## src/rtl/lpif_ustrm_pkg.sv

```systemverilog
// rtl/lpif_ustrm_pkg.sv - shared widths, entry layout and reset state for the upstream rx buffer
package lpif_ustrm_pkg;

  localparam int DATA_W   = 256;
  localparam int CRC_W    = 16;
  localparam int PROTID_W = 2;
  localparam int STATE_W  = 4;
  localparam int ENTRY_W  = PROTID_W + 1 + CRC_W + DATA_W;

  localparam logic [STATE_W-1:0] STATE_RESET = 4'h0;

  typedef struct packed {
    logic [PROTID_W-1:0] protid;
    logic                crc_valid;
    logic [CRC_W-1:0]    crc;
    logic [DATA_W-1:0]   data;
  } ustrm_entry_t;

endpackage

```

## src/rtl/lpif_ustrm_rx_buffer_if.sv

```systemverilog
// rtl/lpif_ustrm_rx_buffer_if.sv - upstream beat stream in, protocol-layer handshake out
interface lpif_ustrm_rx_buffer_if;
  import lpif_ustrm_pkg::*;

  logic [STATE_W-1:0]  ustrm_state;
  logic [PROTID_W-1:0] ustrm_protid;
  logic [DATA_W-1:0]   ustrm_data;
  logic                ustrm_dvalid;
  logic [CRC_W-1:0]    ustrm_crc;
  logic                ustrm_crc_valid;
  logic                ustrm_valid;

  logic                pl_valid;
  logic                pl_ready;
  logic [DATA_W-1:0]   pl_data;
  logic [PROTID_W-1:0] pl_protid;
  logic [CRC_W-1:0]    pl_crc;
  logic                pl_crc_valid;

  modport master (
    output ustrm_state, ustrm_protid, ustrm_data, ustrm_dvalid,
           ustrm_crc, ustrm_crc_valid, ustrm_valid, pl_ready,
    input  pl_valid, pl_data, pl_protid, pl_crc, pl_crc_valid
  );

  modport slave (
    input  ustrm_state, ustrm_protid, ustrm_data, ustrm_dvalid,
           ustrm_crc, ustrm_crc_valid, ustrm_valid, pl_ready,
    output pl_valid, pl_data, pl_protid, pl_crc, pl_crc_valid
  );

endinterface

```

## src/rtl/lpif_ustrm_fifo_mem.sv

```systemverilog
// rtl/lpif_ustrm_fifo_mem.sv - register-array storage, one write port, asynchronous read
module lpif_ustrm_fifo_mem #(
  parameter int DEPTH = 8,
  parameter int WIDTH = 275,
  parameter int AW    = $clog2(DEPTH)
) (
  input  logic             clk,
  input  logic             we,
  input  logic [AW-1:0]    waddr,
  input  logic [WIDTH-1:0] wdata,
  input  logic [AW-1:0]    raddr,
  output logic [WIDTH-1:0] rdata
);

  logic [WIDTH-1:0] mem [DEPTH];

  always_ff @(posedge clk) begin
    if (we) begin
      mem[waddr] <= wdata;
    end
  end

  assign rdata = mem[raddr];

endmodule

```

## src/rtl/lpif_ustrm_rx_buffer.sv

```systemverilog
// rtl/lpif_ustrm_rx_buffer.sv - buffers upstream LPIF beats, tracks link state, returns credits
module lpif_ustrm_rx_buffer
  import lpif_ustrm_pkg::*;
#(
  parameter int DEPTH = 8,
  parameter int LVL_W = $clog2(DEPTH) + 1
) (
  input  logic                  clk_wr,
  input  logic                  rst_wr_n,
  input  logic                  rx_online,
  lpif_ustrm_rx_buffer_if.slave ustrm_if,
  output logic [STATE_W-1:0]    pl_state,
  output logic                  pl_state_chg,
  output logic                  credit_return,
  output logic [LVL_W-1:0]      fifo_level,
  input  logic                  clear_status,
  output logic [31:0]           debug_status
);

  localparam int AW = $clog2(DEPTH);

  logic [LVL_W-1:0] wr_ptr;
  logic [LVL_W-1:0] rd_ptr;
  logic             full;
  logic             push_req;
  logic             push;
  logic             pop;
  logic             drop;
  logic             overflow_sticky;
  logic [7:0]       drop_cnt;
  ustrm_entry_t     wr_entry;
  ustrm_entry_t     rd_entry;

  assign fifo_level = wr_ptr - rd_ptr;
  assign full       = (wr_ptr[LVL_W-1] != rd_ptr[LVL_W-1]) &&
                      (wr_ptr[AW-1:0] == rd_ptr[AW-1:0]);

  assign push_req = rx_online & ustrm_if.ustrm_valid & ustrm_if.ustrm_dvalid;
  assign pop      = ustrm_if.pl_valid & ustrm_if.pl_ready;
  // A pop in the same cycle frees the head slot, so a full FIFO still accepts.
  assign push     = push_req & (~full | pop);
  assign drop     = push_req & full & ~pop;

  assign wr_entry.protid    = ustrm_if.ustrm_protid;
  assign wr_entry.crc_valid = ustrm_if.ustrm_crc_valid;
  assign wr_entry.crc       = ustrm_if.ustrm_crc;
  assign wr_entry.data      = ustrm_if.ustrm_data;

  lpif_ustrm_fifo_mem #(
    .DEPTH (DEPTH),
    .WIDTH (ENTRY_W),
    .AW    (AW)
  ) u_mem (
    .clk   (clk_wr),
    .we    (push),
    .waddr (wr_ptr[AW-1:0]),
    .wdata (wr_entry),
    .raddr (rd_ptr[AW-1:0]),
    .rdata (rd_entry)
  );

  // Storage is unreset, so the head is masked while empty to keep outputs clean.
  assign ustrm_if.pl_valid     = (fifo_level != '0);
  assign ustrm_if.pl_data      = ustrm_if.pl_valid ? rd_entry.data      : '0;
  assign ustrm_if.pl_protid    = ustrm_if.pl_valid ? rd_entry.protid    : '0;
  assign ustrm_if.pl_crc       = ustrm_if.pl_valid ? rd_entry.crc       : '0;
  assign ustrm_if.pl_crc_valid = ustrm_if.pl_valid ? rd_entry.crc_valid : 1'b0;

  always_ff @(posedge clk_wr or negedge rst_wr_n) begin
    if (!rst_wr_n) begin
      wr_ptr        <= '0;
      rd_ptr        <= '0;
      credit_return <= 1'b0;
    end else begin
      credit_return <= pop;
      if (!rx_online) begin
        wr_ptr <= '0;
        rd_ptr <= '0;
      end else begin
        if (push) wr_ptr <= wr_ptr + LVL_W'(1);
        if (pop)  rd_ptr <= rd_ptr + LVL_W'(1);
      end
    end
  end

  always_ff @(posedge clk_wr or negedge rst_wr_n) begin
    if (!rst_wr_n) begin
      pl_state     <= STATE_RESET;
      pl_state_chg <= 1'b0;
    end else if (!rx_online) begin
      pl_state     <= STATE_RESET;
      pl_state_chg <= 1'b0;
    end else if (ustrm_if.ustrm_valid) begin
      pl_state     <= ustrm_if.ustrm_state;
      pl_state_chg <= (ustrm_if.ustrm_state != pl_state);
    end else begin
      pl_state_chg <= 1'b0;
    end
  end

  always_ff @(posedge clk_wr or negedge rst_wr_n) begin
    if (!rst_wr_n) begin
      overflow_sticky <= 1'b0;
      drop_cnt        <= 8'h00;
    end else if (clear_status) begin
      overflow_sticky <= 1'b0;
      drop_cnt        <= 8'h00;
    end else if (drop) begin
      overflow_sticky <= 1'b1;
      if (drop_cnt != 8'hFF) drop_cnt <= drop_cnt + 8'h01;
    end
  end

  assign debug_status = {overflow_sticky, 7'h00, drop_cnt, 8'h00, 8'(fifo_level)};

endmodule

```

## src/flat_wrapper.sv

```systemverilog
// flat-port wrapper written by rule: the top's interface ports become plain ports
module lpif_ustrm_rx_buffer_flat import lpif_ustrm_pkg::*;
#(
  parameter int DEPTH = 8,
  parameter int LVL_W = $clog2(DEPTH) + 1
)
  (clk_wr, rst_wr_n, rx_online, pl_state, pl_state_chg, credit_return, fifo_level, clear_status, debug_status, ustrm_if_ustrm_state, ustrm_if_ustrm_protid, ustrm_if_ustrm_data, ustrm_if_ustrm_dvalid, ustrm_if_ustrm_crc, ustrm_if_ustrm_crc_valid, ustrm_if_ustrm_valid, ustrm_if_pl_ready, ustrm_if_pl_valid, ustrm_if_pl_data, ustrm_if_pl_protid, ustrm_if_pl_crc, ustrm_if_pl_crc_valid);
  lpif_ustrm_rx_buffer_if ustrm_if_i ();
  input  logic clk_wr;
  input  logic rst_wr_n;
  input  logic rx_online;
  output logic [STATE_W-1:0] pl_state;
  output logic pl_state_chg;
  output logic credit_return;
  output logic [LVL_W-1:0] fifo_level;
  input  logic clear_status;
  output logic [31:0] debug_status;
  input wire logic [$bits(ustrm_if_i.ustrm_state)-1:0] ustrm_if_ustrm_state;
  input wire logic [$bits(ustrm_if_i.ustrm_protid)-1:0] ustrm_if_ustrm_protid;
  input wire logic [$bits(ustrm_if_i.ustrm_data)-1:0] ustrm_if_ustrm_data;
  input wire logic [$bits(ustrm_if_i.ustrm_dvalid)-1:0] ustrm_if_ustrm_dvalid;
  input wire logic [$bits(ustrm_if_i.ustrm_crc)-1:0] ustrm_if_ustrm_crc;
  input wire logic [$bits(ustrm_if_i.ustrm_crc_valid)-1:0] ustrm_if_ustrm_crc_valid;
  input wire logic [$bits(ustrm_if_i.ustrm_valid)-1:0] ustrm_if_ustrm_valid;
  input wire logic [$bits(ustrm_if_i.pl_ready)-1:0] ustrm_if_pl_ready;
  output wire logic [$bits(ustrm_if_i.pl_valid)-1:0] ustrm_if_pl_valid;
  output wire logic [$bits(ustrm_if_i.pl_data)-1:0] ustrm_if_pl_data;
  output wire logic [$bits(ustrm_if_i.pl_protid)-1:0] ustrm_if_pl_protid;
  output wire logic [$bits(ustrm_if_i.pl_crc)-1:0] ustrm_if_pl_crc;
  output wire logic [$bits(ustrm_if_i.pl_crc_valid)-1:0] ustrm_if_pl_crc_valid;
  assign ustrm_if_i.ustrm_state = ustrm_if_ustrm_state;
  assign ustrm_if_i.ustrm_protid = ustrm_if_ustrm_protid;
  assign ustrm_if_i.ustrm_data = ustrm_if_ustrm_data;
  assign ustrm_if_i.ustrm_dvalid = ustrm_if_ustrm_dvalid;
  assign ustrm_if_i.ustrm_crc = ustrm_if_ustrm_crc;
  assign ustrm_if_i.ustrm_crc_valid = ustrm_if_ustrm_crc_valid;
  assign ustrm_if_i.ustrm_valid = ustrm_if_ustrm_valid;
  assign ustrm_if_i.pl_ready = ustrm_if_pl_ready;
  assign ustrm_if_pl_valid = ustrm_if_i.pl_valid;
  assign ustrm_if_pl_data = ustrm_if_i.pl_data;
  assign ustrm_if_pl_protid = ustrm_if_i.pl_protid;
  assign ustrm_if_pl_crc = ustrm_if_i.pl_crc;
  assign ustrm_if_pl_crc_valid = ustrm_if_i.pl_crc_valid;
  lpif_ustrm_rx_buffer #(.DEPTH(DEPTH), .LVL_W(LVL_W)) u_core (.clk_wr(clk_wr), .rst_wr_n(rst_wr_n), .rx_online(rx_online), .ustrm_if(ustrm_if_i), .pl_state(pl_state), .pl_state_chg(pl_state_chg), .credit_return(credit_return), .fifo_level(fifo_level), .clear_status(clear_status), .debug_status(debug_status));
endmodule
```

## config.mk

```make
export PLATFORM = sky130hd
export DESIGN_NAME = lpif_ustrm_rx_buffer_flat
export DESIGN_NICKNAME = d
export VERILOG_FILES = /design/src/rtl/lpif_ustrm_pkg.sv /design/src/rtl/lpif_ustrm_rx_buffer_if.sv /design/src/rtl/lpif_ustrm_fifo_mem.sv /design/src/rtl/lpif_ustrm_rx_buffer.sv /design/src/flat_wrapper.sv
export SDC_FILE = /design/constraint.sdc
export NUM_CORES = 2
export LEC_CHECK = 0
export CELL_PAD_IN_SITES_DETAIL_PLACEMENT = 1
export CELL_PAD_IN_SITES_GLOBAL_PLACEMENT = 1
export CORE_MARGIN = 5
export CORE_UTILIZATION = 26
export CTS_CLUSTER_DIAMETER = 30
export DETAILED_ROUTE_END_ITERATION = 8
export PLACE_DENSITY_LB_ADDON = 0.05
export SLEW_MARGIN = 15
export SYNTH_ARGS = -nofsm -noshare
export SYNTH_HDL_FRONTEND = slang
export SYNTH_SLANG_ARGS = --single-unit
```

## constraint.sdc

```tcl
create_clock -name clk_wr -period 45.2 [get_ports clk_wr]
set_input_delay 9.04 -clock clk_wr [delete_from_list [all_inputs] [get_ports clk_wr]]
set_output_delay 9.04 -clock clk_wr [all_outputs]
set_load 0.005 [all_outputs]
```

**Yosys cells after proc, flatten, opt, wreduce, memory -nomap -nowiden**

Memory sizes are Yosys's and may differ from the RTL's.
Cells that the tools add are included.
W data, S select, Z words.

- Logic and storage cells: 52
- Flip-flop bits (word level): 23
- Memories kept: 1
- Input port bits: 286
- RAM bits: 2200

Memory list:

| memory | depth | width | rd ports | clocked after Yosys merged registers in | wr ports | line | RTL |
|---|---|---|---|---|---|---|---|
| u_core.u_mem.mem | 8 | 275 | 1 | 0 | 1 | lpif_ustrm_fifo_mem.sv:15 | `logic [WIDTH-1:0] mem [DEPTH];` |

- Reduce and logical (&&, ||, !) cells: 5
- Equal/unequal tests: 7
- Add/sub/neg operators: 4
- Mux-type cells: 19
- Bitwise operators: 9

Operators by type and width:

| operator | count |
|---|---|
| $mux W256 | 1 |
| $mux W4 | 6 |
| $mux W8 | 3 |
| $mux W16 | 1 |
| $add A4 B1 Y4 const B | 2 |
| $add A8 B1 Y8 const B | 1 |
| $ne A8 B8 Y1 const B | 1 |
| $mux W1 | 7 |
| $and A1 B1 Y1 | 6 |
| $ne A2 B1 Y1 const B | 3 |
| $ne A4 B4 Y1 | 1 |
| $reduce_bool A2 Y1 | 2 |
| $reduce_bool A4 Y1 | 1 |
| $sub A4 B4 Y4 | 1 |
| $eq A3 B3 Y1 | 1 |
| $mux W2 | 1 |
| $not A1 Y1 | 2 |
| $reduce_and A2 Y1 | 1 |
| $logic_and A1 B1 Y1 | 1 |
| $ne A1 B1 Y1 | 1 |
| $or A1 B1 Y1 | 1 |

**Longest topological paths before layout**

- Depth after elaboration: 7
- Mapped depth: 13

**Hierarchy**

A second synthesis with hierarchy kept.

- Cells, all modules: 3673
- Area, all modules: 86083.8 µm²

By module, submodules not included:

| module | instances | area each (µm²) | cells each |
|---|---|---|---|
| lpif_ustrm_fifo_mem | 1 | 82609.2 | 3191 |
| lpif_ustrm_rx_buffer | 1 | 3474.6 | 482 |

**Least setup slack after synthesis**

OpenSTA, ideal clock, no wires.

- Kind: input-to-reg
- From: in ustrm_if_ustrm_valid
- To: mem u_core.u_mem.mem[0][0], enable pin
- Library setup time: 1.585 ns
- Arrival time: 35.660 ns
- Stages on the path: 5
- Path slack: 7.955 ns
- Data required time: 43.615 ns
- Cells stage by stage: buf_2 > and3_1 > clkbuf_1 > o21ai_1 > nor4_1

- Word-level cells in the longest chain between the ends: 5

RTL lines:

| item | line | RTL |
|---|---|---|
| start, declared | flat_wrapper.sv:24 | `input wire logic [$bits(ustrm_if_i.ustrm_valid)-1:0] ustrm_if_ustrm_valid;` |
| $and A1 B1 Y1 (2 in a row) | lpif_ustrm_rx_buffer.sv:38 | `assign push_req = rx_online & ustrm_if.ustrm_valid & ustrm_if.ustrm_dvalid;` |
| $and A1 B1 Y1 | lpif_ustrm_rx_buffer.sv:41 | `assign push = push_req & (~full \| pop);` |
| $mux W1 | lpif_ustrm_fifo_mem.sv:18 | `if (we) begin` |
| $mux W1 (implied by the code) | lpif_ustrm_fifo_mem.sv:19 | `mem[waddr] <= wdata;` |
| end, declared | lpif_ustrm_fifo_mem.sv:15 |  |

Every way passes these cells.

**Worst setup path after layout**

- From: reg u_core.rd_ptr[0]
- To: out ustrm_if_pl_data[243]

- Word-level cells in the longest chain between the ends: 3
- Elaborated cells between the ends (all ways): 4
- Classes of those cells: 1 x add/sub; 1 x mux; 1 x reduce/logical; 1 x memory

RTL lines:

| item | line | RTL |
|---|---|---|
| start, declared | lpif_ustrm_rx_buffer.sv:23 | `logic [LVL_W-1:0] rd_ptr;` |
| start signal, assigned | lpif_ustrm_rx_buffer.sv:81 | `if (pop) rd_ptr <= rd_ptr + LVL_W'(1);` |
| $sub A4 B4 Y4 | lpif_ustrm_rx_buffer.sv:34 | `assign fifo_level = wr_ptr - rd_ptr;` |
| $reduce_bool A4 Y1 | lpif_ustrm_rx_buffer.sv:63 | `assign ustrm_if.pl_valid = (fifo_level != '0);` |
| $mux W256 (*) | lpif_ustrm_rx_buffer.sv:64 | `assign ustrm_if.pl_data = ustrm_if.pl_valid ? rd_entry.data : '0;` |
| end, declared | flat_wrapper.sv:27 | `output wire logic [$bits(ustrm_if_i.pl_data)-1:0] ustrm_if_pl_data;` |

Every way passes the cells marked *; elsewhere a longest branch is shown, timed or not.

==> flow_metrics.tcl <==
set metrics [dict create \
    number_of_distinct_library_cells_after_synthesis 44 \
    grt_pass1_wl_um 373000 \
    grt_max_degree 100 \
    total_leakage_power_nw 37.58 \
    accumulated_negative_setup_slack_ns 0 \
    post_cts_resize_count 0 \
    finalCriticalPeriod_ns 15.46 \
    remaining_drcs 5 \
    mean_area_per_synthesized_cell_um2 21.26 \
    first_global_vias 49573 \
    synthCells 3971 \
    violations "DRC" \
    die_width_um 579.8 \
    flow.area_growth_from_synthesis_pct 37.08 \
    worst_slew_margin_rel_pct 30.38 \
    setup_viol 0 \
    seq_area_frac_synth_pct 78.94 \
    clock_insertion_delay_worst_skew_ns 0.97 \
    ioPinCount 604 \
    core.rowCount 209 \
    numPortBuffers 584 \
    transition_at_the_pin_with_the_smallest_max_transition_slack_ns 1.044 \
    nFillCells 31753 \
    htree_levels 6 \
    die_height_um 579.8 \
    worst_ir_drop_vdd_mv 0.08946 \
    drive_above_1_share_pct 28.08 \
    startpoint_of_the_worst_setup_timing_path "u_core.rd_ptr[0]" \
    total_of_flip_flops_plus_latches_after_synthesis 2223 \
    cap_viol_max_count 0 \
    dpl.hpwl_um 139500 \
    hold_buf_cts 0 \
    asyncSetResetFlopFracSynth_pct 1.035 \
    wl_per_cell_um 26.50 \
    post_route_core_utilization_pct 35.75 \
    route.antenna.remaining_nets 0 \
    timing.critical_path.fanout_max 37 \
    skew_ns 0.03302 \
    critPathLaunchType "flop" \
    worst-setup-path-type "reg -> out" \
    max_freq_mhz 64.68 \
    report.final.hold_viol_count 0 \
    clock_slew_at_the_register_clock_pins_of_the_worst_setup_and_hold_paths_ns 0.04 \
    data_arrival_at_the_endpoint_of_the_critical_path_ns 6.42 \
    yosys_warnings 0 \
    floorplan.die_area_mm2 0.3362 \
    routed-via-count 43830 \
    crit_required_ns 36.16 \
    status "finished with violations" \
    power_density_mw_per_mm2 70.10 \
    clkSinkCount 2223 \
    globalplace.congestion 0.6716 \
    drt_wl_total_um 261500 \
    cts.path.max_buffers 4 \
    grt_use_total_pct 15.17 \
    rsz0062_at_grt "no" \
    cts_inserted_buffers 603 \
    cts_tree "built" \
    root_buffer "sky130_fd_sc_hd__clkbuf_16" \
    starting_utilization_of_the_core_area_pct 26.08 \
    coreArea_mm2 0.3237 \
    hold_path_class "reg -> reg" \
    holdCritStartpoint "u_core.overflow_sticky" \
    slew_viol_final 0 \
    layout.nets 5316 \
    critPathCaptureType "output pin" \
    firstDrtPassIters 9 \
    final.period_utilization_pct 34.20 \
    first_iter_violations 2283 \
    rr_startpoint "u_core.rd_ptr[2]" \
    synth_ff_type "sky130_fd_sc_hd__edfxtp_1" \
    grt_overflow_total 0 \
    antenna_found_initial 87 \
    syn-cell-area_mm2 0.08442 \
    synth-edff-count 2200 \
    cts.repair_timing.setup_buffer_count 0 \
    via_per_inst 4.443 \
]
==> flip-flops by register name, indices dropped and copies added (netlist names) <==
signal	flops
u_core.pl_state	4
u_core.u_mem.mem	2200
u_core.rd_ptr	4
u_core.wr_ptr	4
u_core.credit_return	1
u_core.pl_state_chg	1
u_core.overflow_sticky	1
u_core.drop_cnt	8
==> final timing paths <==
check                                            to  slack, ns  cells after the start
max                           ustrm_if_pl_data[243]      29.74                      8
min                          u_core.overflow_sticky       0.54                      2
max reg2reg                u_core.u_mem.mem[5][196]      38.34                     11
min reg2reg                  u_core.overflow_sticky       0.54                      2
max in group asynchronous          u_core.rd_ptr[2]      36.43                      2
min in group asynchronous        u_core.drop_cnt[4]       8.48                      2
==> cell families after synthesis <==
family / count (synthesis) / share of synthesized area (%)
compound gates: 302 / 1.826
other cells: 1 / 0.004442
simple gates: 613 / 2.852
xor+xnor: 7 / 0.07263
fa+ha+maj: 7 / 0.1126
flops: 2223 / 78.94
buf+inv: 256 / 1.375
mux: 562 / 14.82
==> area by class of cell <==
cell class                      count  area, um2  share of cell area, %
Tap cell                         4325       5411                  4.676
Clock buffer                      724      15790                  13.64
Multi-Input combinational cell   1510      16750                  14.47
Timing Repair Buffer              677       6644                  5.741
Inverter                            8      37.54                0.03244
Sequential cell                  2223      66650                  57.60
Antenna cell                       27      67.56                0.05839
Clock inverter                    371       4377                  3.782
==> cell usage in the layout (no fill, tap or decap), types with 3 or more instances in the layout <==
| cell | Yosys | routed |
|---|---|---|
| sky130_fd_sc_hd__edfxtp_1 | 2200 | 2200 |
| sky130_fd_sc_hd__clkbuf_16 | 0 | 614 |
| sky130_fd_sc_hd__clkdlybuf4s50_1 | 0 | 584 |
| sky130_fd_sc_hd__nand2_1 | 570 | 570 |
| sky130_fd_sc_hd__mux4_2 | 550 | 550 |
| sky130_fd_sc_hd__a21oi_1 | 282 | 281 |
| sky130_fd_sc_hd__clkinv_2 | 0 | 114 |
| sky130_fd_sc_hd__clkbuf_1 | 115 | 109 |
| sky130_fd_sc_hd__clkinv_1 | 0 | 100 |
| sky130_fd_sc_hd__buf_4 | 24 | 85 |
| sky130_fd_sc_hd__bufinv_16 | 0 | 78 |
| sky130_fd_sc_hd__clkinvlp_4 | 0 | 28 |
| sky130_fd_sc_hd__diode_2 | 0 | 27 |
| sky130_fd_sc_hd__dfrtp_1 | 23 | 20 |
| sky130_fd_sc_hd__conb_1 | 1 | 19 |
| sky130_fd_sc_hd__clkinv_8 | 0 | 14 |
| sky130_fd_sc_hd__inv_16 | 0 | 12 |
| sky130_fd_sc_hd__mux2i_1 | 10 | 10 |
| sky130_fd_sc_hd__inv_6 | 0 | 10 |
| sky130_fd_sc_hd__clkinv_16 | 0 | 9 |
| sky130_fd_sc_hd__o21ai_0 | 8 | 8 |
| sky130_fd_sc_hd__buf_12 | 0 | 8 |
| sky130_fd_sc_hd__xnor2_1 | 6 | 6 |
| sky130_fd_sc_hd__inv_1 | 6 | 6 |
| sky130_fd_sc_hd__nor2b_1 | 6 | 6 |
| sky130_fd_sc_hd__ha_1 | 6 | 6 |
| sky130_fd_sc_hd__clkinv_4 | 0 | 6 |
| sky130_fd_sc_hd__or3_1 | 5 | 5 |
| sky130_fd_sc_hd__nor3_2 | 0 | 4 |
| sky130_fd_sc_hd__nor2_4 | 0 | 3 |
| sky130_fd_sc_hd__and3_1 | 3 | 3 |
| sky130_fd_sc_hd__o211ai_1 | 3 | 3 |
| sky130_fd_sc_hd__nor2_1 | 6 | 3 |
| sky130_fd_sc_hd__dfrtp_4 | 0 | 3 |
==> per-stage QoR <==
| stage | power [mW] | hold WS [ns] | instances | worst slack (ns) | area, um2 |
|---|---|---|---|---|---|
| final | 8.112 | 0.5384 | 9865 | 29.74 | 115700 |
| after global routing | 8.489 | 0.5824 | 9842 | 29.06 | 115700 |
| after CTS | 8.302 | 0.5414 | 9838 | 29.26 | 115700 |
| after detailed placement | 4.046 | 0.5110 | 8743 | 30.36 | 95490 |
| after global placement | 4.053 | 0.4894 | 8743 | 30.37 | 95490 |
| after floorplan | 3.130 | 0.4637 | 3989 | 7.955 | 84490 |
==> power breakdown <==
group / internal [mW] / leakage [nW] / switching [mW] / total (mW)
Clock: 2.91 / 9.80 / 1.27 / 4.18
Sequential: 2.29 / 20.1 / 0.0153 / 2.31
Combinational: 0.780 / 7.65 / 0.848 / 1.63
Total: 5.98 / 37.6 / 2.13 / 8.11
==> synthesized netlist by cell type, types with 8 or more instances <==
cell type	number	area share, %
sky130_fd_sc_hd__buf_4	24	0.21
sky130_fd_sc_hd__o21ai_0	8	0.047
sky130_fd_sc_hd__mux4_2	550	15
sky130_fd_sc_hd__mux2i_1	10	0.12
sky130_fd_sc_hd__buf_1	21	0.093
sky130_fd_sc_hd__edfxtp_1	2200	78
sky130_fd_sc_hd__a21oi_1	282	1.7
sky130_fd_sc_hd__nand2_1	570	2.5
sky130_fd_sc_hd__clkbuf_1	115	0.51
sky130_fd_sc_hd__buf_2	88	0.52
sky130_fd_sc_hd__dfrtp_1	23	0.68
==> critical path, cell delays in order, from the launching register on <==
cell	delay, ns
sky130_fd_sc_hd__dfrtp_4	0.87
sky130_fd_sc_hd__buf_4	0.75
sky130_fd_sc_hd__buf_4	0.74
sky130_fd_sc_hd__buf_4	0.72
sky130_fd_sc_hd__buf_4	0.77
sky130_fd_sc_hd__mux4_2	0.36
sky130_fd_sc_hd__nand2_1	0.06
sky130_fd_sc_hd__a21oi_1	0.35
sky130_fd_sc_hd__clkdlybuf4s50_1	0.59
==> metal layers <==
layer / up-vias / share of wire (%) / GRT usage, %
met3: 509 / 6.7 / 5.073
met2: 1205 / 48 / 25.04
met5: - / 0.14 / 0
li1: 18634 / - / -
met1: 23428 / 42 / 19.04
met4: 54 / 2.4 / 4.217
Note: power is estimated with default switching activity, not from simulation.
